[config.mk]
export PLATFORM = sky130hd
export DESIGN_NAME = quad_threshold_flat
export DESIGN_NICKNAME = d
export VERILOG_FILES = /design/src/rtl/quad_threshold_if.sv /design/src/rtl/quad_threshold.sv /design/src/flat_wrapper.sv
export SDC_FILE = /design/constraint.sdc
export NUM_CORES = 1
export LEC_CHECK = 0
export CORE_ASPECT_RATIO = 2
export CORE_UTILIZATION = 55
export DETAILED_ROUTE_END_ITERATION = 6
export GPL_ROUTABILITY_DRIVEN = 0
export PLACE_DENSITY = 0.75
export REMOVE_ABC_BUFFERS = 1
export SYNTH_ARGS = -nofsm -noshare
export SYNTH_HDL_FRONTEND = slang
export SYNTH_SLANG_ARGS = --single-unit
[constraint.sdc]
create_clock -name i_clk -period 6.3 [get_ports i_clk]
set_clock_uncertainty 0.2 [all_clocks]
set_input_delay 1.26 -clock i_clk [delete_from_list [all_inputs] [get_ports i_clk]]
set_output_delay 1.26 -clock i_clk [all_outputs]
set_load 0.01 [all_outputs]
[src/rtl/quad_threshold_if.sv]
// quad_threshold_if: frame-analysis request, SRAM read port and quadrant threshold results
// Ports (slave = analyser side): i_start, i_begin_addr, i_data in; o_sram_addr, o_threshold1..4, o_finished out
interface quad_threshold_if;
    logic        i_start;
    logic [19:0] i_begin_addr;
    logic [15:0] i_data;
    logic [19:0] o_sram_addr;
    logic [7:0]  o_threshold1;
    logic [7:0]  o_threshold2;
    logic [7:0]  o_threshold3;
    logic [7:0]  o_threshold4;
    logic        o_finished;
    modport master (
        output i_start, i_begin_addr, i_data,
        input  o_sram_addr, o_threshold1, o_threshold2, o_threshold3, o_threshold4, o_finished
    );
    modport slave (
        input  i_start, i_begin_addr, i_data,
        output o_sram_addr, o_threshold1, o_threshold2, o_threshold3, o_threshold4, o_finished
    );
endinterface

[src/rtl/quad_threshold.sv]
// quad_threshold: per-quadrant mean brightness of an SRAM frame, offset and clamped into four 8-bit thresholds
// Ports: i_clk, i_rst_n (async, active-low), bus (quad_threshold_if.slave: start/begin address/read data in,
//        read address, thresholds and finished flag out)
module quad_threshold #(
    parameter int ROWS       = 160,
    parameter int COLS       = 80,
    parameter int OFFSET     = 0,
    parameter int DEFAULT_TH = 128
) (
    input logic             i_clk,
    input logic             i_rst_n,
    quad_threshold_if.slave bus
);
    localparam int            RW     = $clog2(ROWS);
    localparam int            CW     = $clog2(COLS);
    localparam logic [RW-1:0] HALF_R = RW'(ROWS / 2);
    localparam logic [RW-1:0] LAST_R = RW'(ROWS - 1);
    localparam logic [CW-1:0] HALF_C = CW'(COLS / 2);
    localparam logic [CW-1:0] LAST_C = CW'(COLS - 1);
    localparam logic [22:0]   DIVISOR = 23'((ROWS / 2) * (COLS / 2) * 2);
    localparam logic [7:0]    DTH    = 8'(DEFAULT_TH);

    typedef enum logic [1:0] {S_IDLE, S_ACCUM, S_DIV} state_t;

    state_t        state;
    logic [RW-1:0] row;
    logic [CW-1:0] word;
    logic [21:0]   sum [4];
    logic [21:0]   dq;
    logic [21:0]   rem;
    logic [4:0]    bit_i;
    logic [1:0]    quad;
    logic [7:0]    res [3];
    logic [1:0]    qsel;
    logic [8:0]    psum;
    logic [22:0]   trial;
    logic          ge;
    logic [21:0]   quo;

    function automatic logic [7:0] clamp(input logic [21:0] q);
        logic signed [23:0] v;
        v = $signed({2'b00, q}) + 24'(OFFSET);
        return v < 24'sd0 ? 8'd0 : (v > 24'sd255 ? 8'd255 : v[7:0]);
    endfunction

    // dq shifts the dividend out at the top while quotient bits enter at the bottom
    always_comb begin
        qsel  = {row >= HALF_R, word >= HALF_C};
        psum  = {1'b0, bus.i_data[15:8]} + {1'b0, bus.i_data[7:0]};
        trial = {rem, dq[21]};
        ge    = trial >= DIVISOR;
        quo   = {dq[20:0], ge};
    end

    always_ff @(posedge i_clk or negedge i_rst_n) begin
        if (!i_rst_n) begin
            state            <= S_IDLE;
            row              <= '0;
            word             <= '0;
            sum              <= '{default: '0};
            dq               <= '0;
            rem              <= '0;
            bit_i            <= '0;
            quad             <= '0;
            res              <= '{default: '0};
            bus.o_sram_addr  <= '0;
            bus.o_finished   <= 1'b1;
            bus.o_threshold1 <= DTH;
            bus.o_threshold2 <= DTH;
            bus.o_threshold3 <= DTH;
            bus.o_threshold4 <= DTH;
        end else begin
            case (state)
                S_IDLE: if (bus.i_start) begin
                    state           <= S_ACCUM;
                    bus.o_sram_addr <= bus.i_begin_addr;
                    row             <= '0;
                    word            <= '0;
                    sum             <= '{default: '0};
                    bus.o_finished  <= 1'b0;
                end
                S_ACCUM: begin
                    sum[qsel]       <= sum[qsel] + 22'(psum);
                    bus.o_sram_addr <= bus.o_sram_addr + 20'd1;
                    word            <= word == LAST_C ? '0 : word + 1'b1;
                    if (word == LAST_C) row <= row + 1'b1;
                    // the last word always lands in quadrant 4, so quadrant 1 is final here
                    if (word == LAST_C && row == LAST_R) begin
                        state <= S_DIV;
                        dq    <= sum[0];
                        rem   <= '0;
                        bit_i <= '0;
                        quad  <= '0;
                    end
                end
                S_DIV: begin
                    rem   <= ge ? 22'(trial - DIVISOR) : trial[21:0];
                    dq    <= quo;
                    bit_i <= bit_i + 5'd1;
                    if (bit_i == 5'd21) begin
                        bit_i <= '0;
                        quad  <= quad + 2'd1;
                        dq    <= sum[quad + 2'd1];
                        rem   <= '0;
                        if (quad == 2'd3) begin
                            state            <= S_IDLE;
                            bus.o_finished   <= 1'b1;
                            bus.o_threshold1 <= res[0];
                            bus.o_threshold2 <= res[1];
                            bus.o_threshold3 <= res[2];
                            bus.o_threshold4 <= clamp(quo);
                        end else begin
                            res[quad] <= clamp(quo);
                        end
                    end
                end
                default: state <= S_IDLE;
            endcase
        end
    end
endmodule

[src/flat_wrapper.sv]
// flat-port wrapper written by rule: the top's interface ports become plain ports
module quad_threshold_flat 
#(
    parameter int ROWS       = 160,
    parameter int COLS       = 80,
    parameter int OFFSET     = 0,
    parameter int DEFAULT_TH = 128
)
  (i_clk, i_rst_n, bus_i_start, bus_i_begin_addr, bus_i_data, bus_o_sram_addr, bus_o_threshold1, bus_o_threshold2, bus_o_threshold3, bus_o_threshold4, bus_o_finished);
  quad_threshold_if bus_i ();
  input logic i_clk;
  input logic i_rst_n;
  input wire logic [$bits(bus_i.i_start)-1:0] bus_i_start;
  input wire logic [$bits(bus_i.i_begin_addr)-1:0] bus_i_begin_addr;
  input wire logic [$bits(bus_i.i_data)-1:0] bus_i_data;
  output wire logic [$bits(bus_i.o_sram_addr)-1:0] bus_o_sram_addr;
  output wire logic [$bits(bus_i.o_threshold1)-1:0] bus_o_threshold1;
  output wire logic [$bits(bus_i.o_threshold2)-1:0] bus_o_threshold2;
  output wire logic [$bits(bus_i.o_threshold3)-1:0] bus_o_threshold3;
  output wire logic [$bits(bus_i.o_threshold4)-1:0] bus_o_threshold4;
  output wire logic [$bits(bus_i.o_finished)-1:0] bus_o_finished;
  assign bus_i.i_start = bus_i_start;
  assign bus_i.i_begin_addr = bus_i_begin_addr;
  assign bus_i.i_data = bus_i_data;
  assign bus_o_sram_addr = bus_i.o_sram_addr;
  assign bus_o_threshold1 = bus_i.o_threshold1;
  assign bus_o_threshold2 = bus_i.o_threshold2;
  assign bus_o_threshold3 = bus_i.o_threshold3;
  assign bus_o_threshold4 = bus_i.o_threshold4;
  assign bus_o_finished = bus_i.o_finished;
  quad_threshold #(.ROWS(ROWS), .COLS(COLS), .OFFSET(OFFSET), .DEFAULT_TH(DEFAULT_TH)) u_core (.i_clk(i_clk), .i_rst_n(i_rst_n), .bus(bus_i));
endmodule
==> results.sh, run 1 <==
export IMPL_start_util_pct=56.03
export IMPL_ys_top_cells_by_count="nand2_1 (314), dfrtp_1 (228), o21ai_0 (172)"
export IMPL_antennaDiodeCount=0
export IMPL_dp_hpwl_mm=21.23
export IMPL_synth_seq_cells=233
export IMPL_worstPathRequired_ns=6.48
export IMPL_cts_hold_buf=0
export IMPL_num_fill_cells=1768
export IMPL_ff2ff_path_depth=13
export IMPL_worstMarginPinSlew_ns=1.179
export IMPL_fin_nets=1418
export IMPL_syn_inst=1287
export IMPL_fin_crit_sh_pct=75.33
export IMPL_rsz0062_at_grt="no"
export IMPL_r2r_end="u_core.sum[87]"
export IMPL_vdd_drop_max_mv=0.3203
export IMPL_chipWidth_um=108.0
export IMPL_io_buffers=91
export IMPL_synth_area_leaders="dfrtp_1 (46%), nand2_1 (9.5%), mux4_2 (7.8%)"
export IMPL_finalSetupViolCount=0
export IMPL_synth_top_area_share_pct=46.15
export IMPL_dieArea_mm2=0.02312
export IMPL_slew_viol_final=0
export IMPL_fmax_ghz=0.2107
export IMPL_routed_wl_mm=30.74
export IMPL_final_antenna_net_count=0
export IMPL_grt_usage_pct=27.86
export IMPL_hold_class="flip-flop to flip-flop"
export IMPL_min_delay_path_depth=2
export IMPL_arrival_ns=4.93
export IMPL_p_leak_uw=0.005984
export IMPL_yosys_cell_count_top_type="nand2_1"
export IMPL_design_area_mm2=0.01423
export IMPL_antenna_found_initial=0
export IMPL_r2r_setup_slack_ns=1.55
export IMPL_cts_resized=0
export IMPL_power_switching_uw=1683
export IMPL_clock_sinks=233
export IMPL_avgSynthCellArea_um2=9.605
export IMPL_grt_max_degree=152
export IMPL_synthDistinctLibCells=63
export IMPL_dpl_cell_area_mm2=0.01348
export IMPL_period_needed_ns=4.746
export IMPL_worstSetupStartpointType="flip-flop"
export IMPL_regToRegStartpoint="u_core.word[3]"
export IMPL_crit_type="flip-flop to flip-flop"
export IMPL_coreArea_mm2=0.02206
export IMPL_drtIter0Drc=632
export IMPL_seqPwrFrac_pct=38.7
export IMPL_pwr_share_comb_pct=31.9
export IMPL_clk_pin_slew_worst_paths_ns=0.06
export IMPL_power_density_mw_per_mm2=332.5
export IMPL_startpoint="u_core.word[3]"
export IMPL_post_drt_wl_per_cell_um=18.78
export IMPL_dr_pass1_iters=5
export IMPL_routed_via_density=6.150
export IMPL_finalSetupTns_ns=0
export IMPL_cap_viol_max_count=0
export IMPL_io_pin_count=92
export IMPL_ctsLongestPathBuffers=3
export IMPL_multi_input_area_mm2=0.006150
export IMPL_synth_edf_count=0
export IMPL_switching_share_pct=35.58
export IMPL_fp_row_count=77
export IMPL_hold_viol=0
export IMPL_grt_first_pass_wirelength_mm=50.90
export IMPL_grt_pass1_vias=10040
export IMPL_ys_seq_area_share_pct=47.22
export IMPL_drc=0
export IMPL_power_internal_uw=3047
export IMPL_insertion_delay_ns=0.53
export IMPL_async_reset_ff_share_pct=100.0
export IMPL_seq_area_mm2=0.005837
export IMPL_setup_worst_path_end="u_core.sum[87]"
export IMPL_cp_max_fo=18
export IMPL_synth_main_ff_cell="dfrtp_1"
export IMPL_gr_total_overflow=0
export IMPL_yosysWarnings=0
export IMPL_cts_setup_buffers=0
export IMPL_critPathCaptureType="flip-flop"
export IMPL_outcome="finished, final reports clean"
export IMPL_cts_htree_levels=1
export IMPL_numCtsBuffers=22
export IMPL_cts_tree="built"
export IMPL_yosys_area_top_type="dfrtp_1"
export IMPL_vias=10070
export IMPL_drive_gt1_share_pct=8.450
export IMPL_synth_area_mm2=0.01236
export IMPL_chipHeight_um=214.0
export IMPL_cts_root_buf="clkbuf_16"
export IMPL_slew_headroom_pct=21.38
export IMPL_pwr_share_clk_pct=29.4
export IMPL_areaGrowthSynthToFinish_pct=15.11
-- cells in the final DEF, fill, tap and decap left out, types with 4 or more instances in the layout --
master,netlist,routed
a311oi_1,4,4
o22ai_1,17,17
xnor2_1,20,20
o31ai_1,6,6
nor2_1,50,49
fa_1,9,9
a22oi_1,14,14
ha_1,24,24
inv_1,23,23
mux2i_1,8,8
nor4_1,6,6
o21ai_0,172,172
nand4_1,8,8
nor3_1,5,5
nand2b_1,4,4
clkbuf_16,0,22
o22a_1,11,11
and2_1,10,10
nand3_1,58,58
nand2_1,314,314
clkdlybuf4s50_1,0,90
o211ai_1,4,4
a22o_1,41,41
a21oi_1,35,34
dfstp_2,5,5
clkinv_2,0,5
dfrtp_1,228,228
xor2_1,21,21
buf_4,1,16
and3_1,14,14
mux4_2,43,43
o21ai_1,13,13
-- sequential cells by signal (all words and copies together), names as in the netlist, 8 cells and up --
signal and flops:
u_core.rem 22, u_core.dq 22, u_core.bus.o_threshold3 8, u_core.bus.o_threshold1 8, u_core.row 8, u_core.bus.o_threshold2 8, u_core.bus.o_threshold4 8, u_core.res 24
u_core.sum 88, u_core.bus.o_sram_addr 20
-- per-layer routing --
metal | up-vias | global-route usage, % | wire length [µm]
li1 | 4693 | - | -
met1 | 4969 | 31.93 | 11380
met2 | 298 | 49.58 | 16500
met3 | 107 | 2.796 | 1173
met4 | 0 | 15.53 | 1685
met5 | - | 0 | 0
-- kinds of logic (layout without fill, tap and decap cells) --
logic type	count (synthesis)	after routing	share of synthesized area, %
AOI/OAI and AO/OA	338	338	16.79
DFF	233	233	47.22
buffers and inverters	98	172	3.148
adders and majority gates	33	33	3.887
and+or+nand+nor	492	492	17.48
muxes	52	52	8.573
xor gates and xnor gates	41	41	2.905
-- critical path, stage by stage (launching register included) --
cell and delay, ns:
dfrtp_1 0.47, o21a_2 0.31, nor2_2 0.35, buf_4 0.43, mux4_2 0.56, fa_1 0.45
ha_1 0.39, nand3_1 0.10, nor2_1 0.11, o211ai_1 0.13, a211oi_2 0.49, nand4_1 0.19
xor2_1 0.30, o21ai_1 0.12
-- through the flow --
stage | power (µW) | hold slack (ns) | std cells | utilization, % | worst slack (ns)
6_report | 4731 | 0.2568 | 1637 | 64.50 | 1.554
5_1_grt | 4974 | 0.2779 | 1637 | 64.50 | 1.277
4_1_cts | 4734 | 0.2605 | 1637 | 64.50 | 1.562
3_5_place_dp | 3346 | 0.2498 | 1598 | 61.11 | 1.583
3_3_place_gp | 3309 | 0.2474 | 1598 | 61.11 | 1.624
2_1_floorplan | 2772 | 0.2386 | 1214 | - | 0.8071
-- worst min-delay path by stage --
stage	startpoint	to	slack, ns
5_1_grt	u_core.bus.o_threshold3[7]	u_core.bus.o_threshold3[7]	0.28
4_1_cts	u_core.bus.o_threshold3[7]	u_core.bus.o_threshold3[7]	0.26
6_report	u_core.bus.o_threshold3[7]	u_core.bus.o_threshold3[7]	0.26
3_5_place_dp	u_core.bus.o_threshold3[7]	u_core.bus.o_threshold3[7]	0.25
3_3_place_gp	u_core.bus.o_threshold1[7]	u_core.bus.o_threshold1[7]	0.25
2_1_floorplan	u_core.res[16]	u_core.bus.o_threshold1[0]	0.24
-- layout make-up --
class	count	share of cell area (%)
well taps	276	2.427
repair buffers	108	7.421
clock inverters	13	1.143
clock buffers	26	4.115
flip-flops and latches	233	41.02
inverters	25	0.6595
multi-input cells	956	43.22
-- power by group through the flow --
stage	registers, µW	clock network [µW]	logic, µW
2_1_floorplan	1830	0	941
4_1_cts	1820	1410	1500
5_1_grt	1850	1460	1660
3_3_place_gp	1840	0	1470
3_5_place_dp	1850	0	1490
6_report	1830	1390	1510
Note: power is estimated with default switching activity, not from simulation.
==> inputs of run 2 (changes only) <==
--- a/config.mk
+++ b/config.mk
@@ -6,10 +6,10 @@
 export NUM_CORES = 1
 export LEC_CHECK = 0
 export CORE_ASPECT_RATIO = 2
-export CORE_UTILIZATION = 55
+export CORE_UTILIZATION = 54
 export DETAILED_ROUTE_END_ITERATION = 6
 export GPL_ROUTABILITY_DRIVEN = 0
-export PLACE_DENSITY = 0.75
+export PLACE_DENSITY = 0.76
 export REMOVE_ABC_BUFFERS = 1
 export SYNTH_ARGS = -nofsm -noshare
 export SYNTH_HDL_FRONTEND = slang
==> constraint.sdc (replaced) <==
create_clock -name i_clk -period 4.18 [get_ports i_clk]
set_clock_uncertainty 0.2 [all_clocks]
set_input_delay 0.836 -clock i_clk [delete_from_list [all_inputs] [get_ports i_clk]]
set_output_delay 0.836 -clock i_clk [all_outputs]
set_load 0.01 [all_outputs]
==> results.sh, run 2 (same netlist as run 1, synthesis figures left out) <==
export IMPL_vdd_drop_max_mv=0.5021
export IMPL_io_pin_count=92
export IMPL_routed_via_density=6.206
export IMPL_fin_crit_sh_pct=100.7
export IMPL_violations="negative setup slack"
export IMPL_cts_root_buf="clkbuf_16"
export IMPL_drc=0
export IMPL_drive_gt1_share_pct=11.49
export IMPL_drtIter0Drc=924
export IMPL_period_needed_ns=4.208
export IMPL_largest_register_ffs=88
export IMPL_slowest_stage="mux4_2"
export IMPL_chipHeight_um=216.0
export IMPL_clk_pin_slew_worst_paths_ns=0.07
export IMPL_cp_max_fo=6
export IMPL_grt_pass1_vias=10580
export IMPL_worstSetupStartpointType="flip-flop"
export IMPL_totalPowerFinal_uw=7310
export IMPL_max_stage_delay_ns=0.55
export IMPL_outcome="complete, but fails checks"
export IMPL_fin_worst_hold_slack_ns=0.1187
export IMPL_dp_hpwl_mm=22.37
export IMPL_gr_total_overflow=0
export IMPL_p_leak_uw=0.006177
export IMPL_post_drt_wl_per_cell_um=19.23
export IMPL_cap_viol_max_count=0
export IMPL_antennaDiodeCount=0
export IMPL_worst_path_buf_inv=2
export IMPL_start_util_pct=54.83
export IMPL_cts_htree_levels=1
export IMPL_numCtsBuffers=22
export IMPL_finalCoreUtilization_pct=64.87
export IMPL_dieArea_mm2=0.02354
export IMPL_hold_viol=0
export IMPL_cp_common_cell="nor2_4"
export IMPL_coreArea_mm2=0.02254
export IMPL_hold_class="primary input to asynchronous set/reset pin"
export IMPL_vias=10380
export IMPL_chipWidth_um=109.0
export IMPL_top_regs="u_core.sum (88), u_core.res (24)"
export IMPL_num_fill_cells=1810
export IMPL_cts_tree="built"
export IMPL_finalSetupTns_ns=-0.02816
export IMPL_ctsLongestPathBuffers=3
export IMPL_worstMarginPinSlew_ns=1.044
export IMPL_layout_setup_ws_ns=-0.02816
export IMPL_final_antenna_net_count=0
export IMPL_fin_nets=1448
export IMPL_rsz0062_at_grt="yes"
export IMPL_slew_headroom_pct=30.26
export IMPL_final_cell_mix="nand2_1 (314), dfrtp_1 (228), o21ai_0 (167), clkdlybuf4s50_1 (90), nand3_1 (57)"
export IMPL_grt_max_degree=109
export IMPL_fmax_ghz=0.2376
export IMPL_dr_pass1_iters=5
export IMPL_routed_wl_mm=32.16
export IMPL_crit_chain="o21a_2 > nor2_4 > mux4_2 > fa_1 > ha_4 > fa_2 > a21oi_4 > nor2_4 > o211ai_1 > buf_4 > a211oi_4 > buf_6 > and4bb_1 > xnor2_2 > o21ai_1"
export IMPL_io_buffers=91
export IMPL_grt_usage_pct=28.41
export IMPL_grt_first_pass_wirelength_mm=52.74
export IMPL_cts_hold_buf=0
export IMPL_arrival_ns=4.39
export IMPL_crit_type="flip-flop to flip-flop"
export IMPL_finalSetupViolCount=1
export IMPL_final_common_cell="nand2_1"
export IMPL_critPathCaptureType="flip-flop"
export IMPL_slew_viol_final=0
export IMPL_regMostFlops="u_core.sum"
export IMPL_critPathTopFamily="adder cells"
export IMPL_areaGrowthSynthToFinish_pct=18.30
export IMPL_clock_sinks=233
export IMPL_antenna_found_initial=0
export IMPL_fp_row_count=78
export IMPL_power_density_mw_per_mm2=499.8
export IMPL_worstPathRequired_ns=4.36
export IMPL_insertion_delay_ns=0.54
[run 2: cell types whose count changed in the layout (fill, tap and decap cells not counted), moves of 4 or more]
| cell | change |
|---|---|
| buf_4 | +26 |
| o21ai_0 | -5 |
| xnor2_1 | -5 |
| xnor2_2 | +5 |
| clkbuf_1 | +4 |
| clkbuf_8 | +4 |
[run 2: final timing paths]
path                                start                         end  slack [ns]  cells past startpoint
setup / recovery           u_core.word[4]              u_core.sum[85]       -0.03                     15
hold / removal                    i_rst_n  u_core.bus.o_threshold3[1]        0.12                      1
setup reg to reg           u_core.word[4]              u_core.sum[85]       -0.03                     15
hold reg to reg             u_core.res[9]  u_core.bus.o_threshold2[1]        0.27                      2
max in group asynchronous         i_rst_n              u_core.sum[16]        2.72                      2
min in group i_clk          u_core.res[9]  u_core.bus.o_threshold2[1]        0.27                      2
[run 2: power by group]
group	leakage [µW]	switching, µW	internal, µW
clock	0.000358	896	1150
sequential	0.00315	279	2480
combinational	0.00266	1450	1060
total	0.00618	2620	4690
[run 2: worst reg2reg max path, stage by stage (launching register included)]
cell      delay (ns)
dfrtp_1         0.38
o21a_2          0.24
nor2_4          0.21
mux4_2          0.55
fa_1            0.49
ha_4            0.20
fa_2            0.43
a21oi_4         0.19
nor2_4          0.05
o211ai_1        0.17
buf_4           0.16
a211oi_4        0.05
buf_6           0.15
and4bb_1        0.24
xnor2_2         0.22
o21ai_1         0.12
[run 2: layout make-up]
| type | count | area (µm²) | area share [%] |
|---|---|---|---|
| sequential | 233 | 5837 | 39.91 |
| clock inverter | 6 | 66.31 | 0.4535 |
| timing repair buffer | 138 | 1309 | 8.949 |
| tap | 280 | 350.3 | 2.396 |
| inverter | 25 | 93.84 | 0.6417 |
| multi-input combinational | 956 | 6312 | 43.16 |
| clock buffer | 34 | 655.6 | 4.483 |
[run 2: through the flow]
step,instance area [µm²],setup slack (ns),cells
global placement,13680,-0.05964,1626
detailed placement,13680,-0.1594,1626
CTS,14450,0.008993,1668
floorplan,12070,-1.313,1214
global route,14620,-0.09883,1672
finish,14620,-0.02816,1672
[run 2: routing by layer]
| layer | part of all wire (%) | wire (µm) | global-route usage, % | vias up |
|---|---|---|---|---|
| met5 | 0 | 0 | 0 | - |
| met4 | 4.9 | 1569 | 14.86 | 0 |
| met3 | 4.2 | 1364 | 3.201 | 119 |
| met2 | 54 | 17490 | 51.30 | 359 |
| met1 | 36 | 11740 | 31.88 | 5143 |
| li1 | - | - | - | 4755 |
[run 2: timing repair]
item                       4_1_cts  5_1_grt
hold endpoints to repair         0        0
buffers inserted                 2        4
gates resized for setup          6       28
pin swaps                        3       24
gates cloned                     0        0
setup endpoints to repair       37       44
